===== src/rtl/ip_unit_pkg.sv =====
// Shared definitions for the instruction pointer unit: default word width and
// the update-mode encoding driven by the decoder.
package ip_unit_pkg;

  localparam int WORD_SIZE = 16;

  typedef enum logic [1:0] {
    IP_MODE_REL  = 2'b00,
    IP_MODE_JMP  = 2'b01,
    IP_MODE_CALL = 2'b10,
    IP_MODE_RET  = 2'b11
  } ip_mode_e;

  localparam logic [1:0] IP_MODE_REL_C  = IP_MODE_REL;
  localparam logic [1:0] IP_MODE_JMP_C  = IP_MODE_JMP;
  localparam logic [1:0] IP_MODE_CALL_C = IP_MODE_CALL;
  localparam logic [1:0] IP_MODE_RET_C  = IP_MODE_RET;

endpackage


===== src/rtl/ip_unit_if.sv =====
// Control/fetch-side bundle of the instruction pointer unit.
// master = decoder/control side, slave = the ip_unit itself.
interface ip_unit_if #(
  parameter int WORD_SIZE   = 16,
  parameter int STACK_DEPTH = 8
);
  localparam int DEPTH_W = $clog2(STACK_DEPTH + 1);

  logic                 advance;
  logic [1:0]           mode;
  logic [WORD_SIZE-1:0] adj;
  logic [WORD_SIZE-1:0] target;
  logic                 restart;
  logic                 clear_flags;
  logic [WORD_SIZE-1:0] out;
  logic [WORD_SIZE-1:0] ret_top;
  logic [DEPTH_W-1:0]   depth;
  logic                 overflow;
  logic                 underflow;

  modport master (
    output advance, mode, adj, target, restart, clear_flags,
    input  out, ret_top, depth, overflow, underflow
  );

  modport slave (
    input  advance, mode, adj, target, restart, clear_flags,
    output out, ret_top, depth, overflow, underflow
  );
endinterface


===== src/rtl/ip_unit_return_stack.sv =====
// Circular return-address stack: when full, a push overwrites the oldest
// entry and reports it through overflow_evt for one cycle.
module ip_return_stack #(
  parameter int WORD_SIZE   = 16,
  parameter int STACK_DEPTH = 8,
  localparam int PTR_W      = $clog2(STACK_DEPTH),
  localparam int DEPTH_W    = $clog2(STACK_DEPTH + 1)
) (
  input  logic                 clk,
  input  logic                 reset_n,
  input  logic                 clear,
  input  logic                 push,
  input  logic                 pop,
  input  logic [WORD_SIZE-1:0] push_data,
  output logic [WORD_SIZE-1:0] top,
  output logic [DEPTH_W-1:0]   depth,
  output logic                 full,
  output logic                 empty,
  output logic                 overflow_evt
);

  logic [WORD_SIZE-1:0] mem [STACK_DEPTH];
  logic [PTR_W-1:0]     ptr_reg, ptr_next;
  logic [DEPTH_W-1:0]   depth_reg, depth_next;
  logic [PTR_W-1:0]     ptr_inc, ptr_dec;

  // Depth need not be a power of two, so both wraps are explicit.
  assign ptr_inc = (ptr_reg == PTR_W'(STACK_DEPTH - 1)) ? '0 : ptr_reg + 1'b1;
  assign ptr_dec = (ptr_reg == '0) ? PTR_W'(STACK_DEPTH - 1) : ptr_reg - 1'b1;

  assign full         = (depth_reg == DEPTH_W'(STACK_DEPTH));
  assign empty        = (depth_reg == '0);
  assign depth        = depth_reg;
  assign top          = empty ? '0 : mem[ptr_dec];
  assign overflow_evt = push && !clear && full;

  always_comb begin
    ptr_next   = ptr_reg;
    depth_next = depth_reg;
    if (clear) begin
      ptr_next   = '0;
      depth_next = '0;
    end else if (push) begin
      ptr_next = ptr_inc;
      if (!full) begin
        depth_next = depth_reg + 1'b1;
      end
    end else if (pop && !empty) begin
      ptr_next   = ptr_dec;
      depth_next = depth_reg - 1'b1;
    end
  end

  always_ff @(posedge clk or negedge reset_n) begin
    if (!reset_n) begin
      ptr_reg   <= '0;
      depth_reg <= '0;
    end else begin
      ptr_reg   <= ptr_next;
      depth_reg <= depth_next;
    end
  end

  // Contents are don't-care after reset, so storage carries no reset.
  always_ff @(posedge clk) begin
    if (push && !clear) begin
      mem[ptr_reg] <= push_data;
    end
  end

endmodule


===== src/rtl/ip_unit.sv =====
// Instruction pointer with relative/jump/call/return updates, a circular
// return stack and sticky overflow/underflow flags.
module ip_unit
  import ip_unit_pkg::*;
#(
  parameter int                   WORD_SIZE    = ip_unit_pkg::WORD_SIZE,
  parameter int                   STACK_DEPTH  = 8,
  parameter logic [WORD_SIZE-1:0] RESET_VECTOR = '0
) (
  input logic       clk,
  input logic       reset_n,
  ip_unit_if.slave  bus
);

  localparam int DEPTH_W = $clog2(STACK_DEPTH + 1);

  logic [WORD_SIZE-1:0] out_reg, out_next;
  logic                 overflow_reg, overflow_next;
  logic                 underflow_reg, underflow_next;

  logic                 stk_clear, stk_push, stk_pop;
  logic [WORD_SIZE-1:0] stk_push_data, stk_top;
  logic [DEPTH_W-1:0]   stk_depth;
  logic                 stk_full, stk_empty, stk_overflow_evt;

  logic [WORD_SIZE-1:0] step_addr;
  ip_mode_e             mode;

  assign step_addr = out_reg + bus.adj;
  assign mode      = ip_mode_e'(bus.mode);

  ip_return_stack #(
    .WORD_SIZE   (WORD_SIZE),
    .STACK_DEPTH (STACK_DEPTH)
  ) u_stack (
    .clk          (clk),
    .reset_n      (reset_n),
    .clear        (stk_clear),
    .push         (stk_push),
    .pop          (stk_pop),
    .push_data    (stk_push_data),
    .top          (stk_top),
    .depth        (stk_depth),
    .full         (stk_full),
    .empty        (stk_empty),
    .overflow_evt (stk_overflow_evt)
  );

  always_comb begin
    out_next       = out_reg;
    overflow_next  = overflow_reg;
    underflow_next = underflow_reg;
    stk_clear      = 1'b0;
    stk_push       = 1'b0;
    stk_pop        = 1'b0;
    stk_push_data  = step_addr;

    if (bus.restart) begin
      out_next       = RESET_VECTOR;
      overflow_next  = 1'b0;
      underflow_next = 1'b0;
      stk_clear      = 1'b1;
    end else begin
      // Clear first so a same-cycle set below takes precedence.
      if (bus.clear_flags) begin
        overflow_next  = 1'b0;
        underflow_next = 1'b0;
      end
      if (bus.advance) begin
        case (mode)
          IP_MODE_REL: out_next = step_addr;
          IP_MODE_JMP: out_next = bus.target;
          IP_MODE_CALL: begin
            stk_push = 1'b1;
            out_next = bus.target;
            if (stk_full) begin
              overflow_next = 1'b1;
            end
          end
          IP_MODE_RET: begin
            if (stk_empty) begin
              out_next       = step_addr;
              underflow_next = 1'b1;
            end else begin
              stk_pop  = 1'b1;
              out_next = stk_top;
            end
          end
          default: out_next = out_reg;
        endcase
      end
    end
  end

  always_ff @(posedge clk or negedge reset_n) begin
    if (!reset_n) begin
      out_reg       <= RESET_VECTOR;
      overflow_reg  <= 1'b0;
      underflow_reg <= 1'b0;
    end else begin
      out_reg       <= out_next;
      overflow_reg  <= overflow_next || stk_overflow_evt;
      underflow_reg <= underflow_next;
    end
  end

  assign bus.out       = out_reg;
  assign bus.ret_top   = stk_top;
  assign bus.depth     = stk_depth;
  assign bus.overflow  = overflow_reg;
  assign bus.underflow = underflow_reg;

endmodule


===== src/flat_wrapper.sv =====
// flat-port wrapper written by rule: the top's interface ports become plain ports
module ip_unit_flat import ip_unit_pkg::*;
#(
  parameter int                   WORD_SIZE    = ip_unit_pkg::WORD_SIZE,
  parameter int                   STACK_DEPTH  = 8,
  parameter logic [WORD_SIZE-1:0] RESET_VECTOR = '0
)
  (clk, reset_n, bus_advance, bus_mode, bus_adj, bus_target, bus_restart, bus_clear_flags, bus_out, bus_ret_top, bus_depth, bus_overflow, bus_underflow);
  ip_unit_if #(.WORD_SIZE(WORD_SIZE), .STACK_DEPTH(STACK_DEPTH)) bus_i ();
  input logic clk;
  input logic reset_n;
  input wire logic [$bits(bus_i.advance)-1:0] bus_advance;
  input wire logic [$bits(bus_i.mode)-1:0] bus_mode;
  input wire logic [$bits(bus_i.adj)-1:0] bus_adj;
  input wire logic [$bits(bus_i.target)-1:0] bus_target;
  input wire logic [$bits(bus_i.restart)-1:0] bus_restart;
  input wire logic [$bits(bus_i.clear_flags)-1:0] bus_clear_flags;
  output wire logic [$bits(bus_i.out)-1:0] bus_out;
  output wire logic [$bits(bus_i.ret_top)-1:0] bus_ret_top;
  output wire logic [$bits(bus_i.depth)-1:0] bus_depth;
  output wire logic [$bits(bus_i.overflow)-1:0] bus_overflow;
  output wire logic [$bits(bus_i.underflow)-1:0] bus_underflow;
  assign bus_i.advance = bus_advance;
  assign bus_i.mode = bus_mode;
  assign bus_i.adj = bus_adj;
  assign bus_i.target = bus_target;
  assign bus_i.restart = bus_restart;
  assign bus_i.clear_flags = bus_clear_flags;
  assign bus_out = bus_i.out;
  assign bus_ret_top = bus_i.ret_top;
  assign bus_depth = bus_i.depth;
  assign bus_overflow = bus_i.overflow;
  assign bus_underflow = bus_i.underflow;
  ip_unit #(.WORD_SIZE(WORD_SIZE), .STACK_DEPTH(STACK_DEPTH), .RESET_VECTOR(RESET_VECTOR)) u_core (.clk(clk), .reset_n(reset_n), .bus(bus_i));
endmodule

===== config.mk =====
export PLATFORM = sky130hd
export DESIGN_NAME = ip_unit_flat
export DESIGN_NICKNAME = d
export VERILOG_FILES = /design/src/rtl/ip_unit_pkg.sv /design/src/rtl/ip_unit_if.sv /design/src/rtl/ip_unit_return_stack.sv /design/src/rtl/ip_unit.sv /design/src/flat_wrapper.sv
export SDC_FILE = /design/constraint.sdc
export NUM_CORES = 1
export LEC_CHECK = 0
export ABC_AREA = 1
export CAP_MARGIN = 30
export CORE_MARGIN = 5
export CORE_UTILIZATION = 60
export CTS_BUF_LIST = sky130_fd_sc_hd__clkbuf_16
export CTS_CLUSTER_DIAMETER = 200
export DETAILED_ROUTE_END_ITERATION = 10
export DONT_BUFFER_PORTS = 1
export GPL_TIMING_DRIVEN = 0
export PLACE_DENSITY = 0.85
export SLEW_MARGIN = 30
export SYNTH_ARGS = -nofsm -noshare
export SYNTH_HDL_FRONTEND = slang
export SYNTH_SLANG_ARGS = --single-unit

===== constraint.sdc =====
create_clock -name clk -period 3.1 [get_ports clk]
set_input_delay 0.155 -clock clk [delete_from_list [all_inputs] [get_ports clk]]
set_output_delay 0.155 -clock clk [all_outputs]
set_load 0.01 [all_outputs]

==> reports/results.ini <==
[outcome]
status = complete, no violations

[yosys]
syn_avg_cell_area_um2 = 8.57
synth_mux_area_share_pct = 0
synth_cells = 944
syn-num-nets = 1009
ys_warn_count = 0
synth_top_family_by_area = simple AND/OR/NAND/NOR gates
syn_area_um2 = 8090
synth-compound-area-share_pct = 3.31
synthXorXnorAreaFrac_pct = 0.866
synth_adder_area_share_pct = 4.21
seq_area_frac_synth_pct = 55.3
ys_ff_latch = 153
synth_cell_types = 30
yosys.area_share.simple_pct = 28.5

[die]
die_y_um = 126
core-area_um2 = 13200
rows = 42
fp.dieW_um = 126
die_area_um2 = 15900
ios = 77
start_util_pct = 61.1

[power]
power_density_nw_per_um2 = 793
combPwrFrac_pct = 39.2
leakage_nw = 4.22
seqPwrFrac_pct = 35.8
switchingPower_w = 0.00299
switching_share_pct = 41.1
p_int_w = 0.00428
peakVddDrop_v = 0.000638
clkPwrFrac_pct = 24.9

[clock_tree]
cts.sinks = 153
cts_made_buffers = 17
clk_pin_slew_ns = 0.06
h-tree-depth = 4
cts_tree = built
clockBufferDepth = 2
cts_setup_buffers = 0
clock_latency_ns = 0.44
root_buffer = clkbuf_16

[detailed_routing]
routed_wl_mm = 22.0
vias = 6810
drc = 0
first_pass_iters = 6
drt-initial-drc-count = 886
avgRoutedWirePerCell_um = 18.7
antenna_left = 0
viasPerCell = 5.78

[critical_path]
critPathArrivalTime_ns = 2.76
rrSetupSlack_ns = 0.34
crit_required_ns = 2.94
crit_path_start_kind = flop
crit_fanout = 20
path_class = flop to primary output
worstSetupEndpointType = primary output

[sta]
tightest_slew_ns = 0.822
holdWs_ns = 0.0620
setup_viol_count_final = 0
layout_min_cycle_time_ns = 2.91
skew_ns = 0.00829
slew_violations = 0
relSlewSlack_pct = 44.8
timing.final.crit_share_pct = 94.0
fmax_mhz = 343
finalHoldViolations = 0

[place]
postPlaceCellArea_um2 = 8410
io_buffers = 0
hpwl_mm = 15.3
place.gp.congestion = 0.968

[layout]
synthToLayoutAreaGrowth_pct = 13.3
final_util_pct = 69.2
final_common_cell = nand2_1
most-common-layout-cells = 376 x nand2_1, 137 x nand3_1, 128 x edfxtp_1
design_area_um2 = 9160
drive_above_1_share_pct = 7.78
n_antenna_cell = 0
final_net_count = 1054
largest_reg_flops = 128

[grt]
grt_usage_pct = 27.8
antenna_found_initial = 0
grt_max_degree = 26
grt_pass1_vias = 6384
grt_pass1_wl_mm = 33.7
overflow = 0

[run]
drv_cap = 0

[min_path]
hold_path.class = input port to flop

==> critical path, cell delays in order, from the launching register on <==
cell      delay (ns)
dfrtp_1         0.49
inv_4           0.25
ha_1            0.25
nor2_1          0.08
o21ai_4         0.26
inv_2           0.14
clkbuf_2        0.28
nand2_1         0.13
nand2_1         0.17
nor2_1          0.26
==> routing by layer <==
layer,part of all wire [%],vias to the layer above,global-route usage (%)
li1,-,3160,-
met4,2.5,0,10.4
met3,13,66,9.36
met1,38,3129,36.5
met5,0,-,0
met2,47,455,43.4
==> metrics by stage <==
step                      cells  worst slack (ns)  total power [W]  TNS [ns]
after detailed placement   1126            -0.171          0.00532    -0.932
after global routing       1178          -0.00654          0.00765  -0.00654
after global placement     1120            -0.110          0.00524    -0.423
after floorplan             944             0.865          0.00450         0
after CTS                  1178            0.0379          0.00713         0
final                      1178             0.186          0.00726         0
==> timing repair <==
action,4_1_cts,5_1_grt
endpoints found under the setup margin,25,14
gates resized for setup,2,5
hold endpoints to repair,44,0
hold buffers,21,0
==> cells in the mapped netlist, drive strengths merged <==
cell type  instances  area [um^2]
o21ai              9         48.8
xor2               2         17.5
fa                 2         40.0
nor3               3         15.0
ha                24          300
and2               3         18.8
nand4              5         31.3
nand2            379         1440
nand3b             1         7.51
inv              113          427
a21o               1         7.51
nand3            137          686
o22ai              2         12.5
a21oi             38          190
dfrtp             25          626
a31o               1         8.76
edfxtp           128         3840
nor2              29          109
buf               22          154
clkinv             2         12.5
clkbuf            12         45.0
xnor2              6         52.6
==> area by class of cell <==
cell class / instances / area, um^2
flip-flops and latches: 153 / 4470
fillers: 987 / 4080
multi-input cells: 642 / 3030
inverters: 115 / 442
clock buffers: 17 / 425
repair buffers: 27 / 288
well taps: 176 / 220
plain buffers: 33 / 196
clock inverters: 15 / 90.1
==> cell families (layout without fill, tap and decap cells) <==
kind of cell / after synthesis / after routing
buffers and inverters: 149 / 207
and+or+nand+nor: 557 / 557
DFF: 153 / 153
xor gates and xnor gates: 8 / 8
adders and majority gates: 26 / 26
AOI/OAI and AO/OA: 51 / 51
==> final timing paths <==
check,cells past startpoint,endpoint,startpoint
worst max-delay path,9,bus_ret_top[4],u_core.u_stack.ptr_reg[0]
worst min-delay path,3,u_core.bus.overflow,bus_restart
worst max register to register,7,u_core.bus.underflow,u_core.u_stack.depth[0]
worst min register to register,2,u_core.bus.out[13],u_core.bus.out[13]
max in group asynchronous,2,u_core.u_stack.ptr_reg[2],reset_n
min in group asynchronous,2,u_core.bus.underflow,reset_n
==> power by group through the flow <==
stage               Clock, W  Sequential [W]  Combinational [W]
floorplan                  0         0.00261            0.00189
global placement           0         0.00264            0.00261
detailed placement         0         0.00264            0.00268
CTS                  0.00180         0.00260            0.00273
global route         0.00192         0.00261            0.00312
finish               0.00181         0.00260            0.00285
Power figures use the tool's default switching activity.
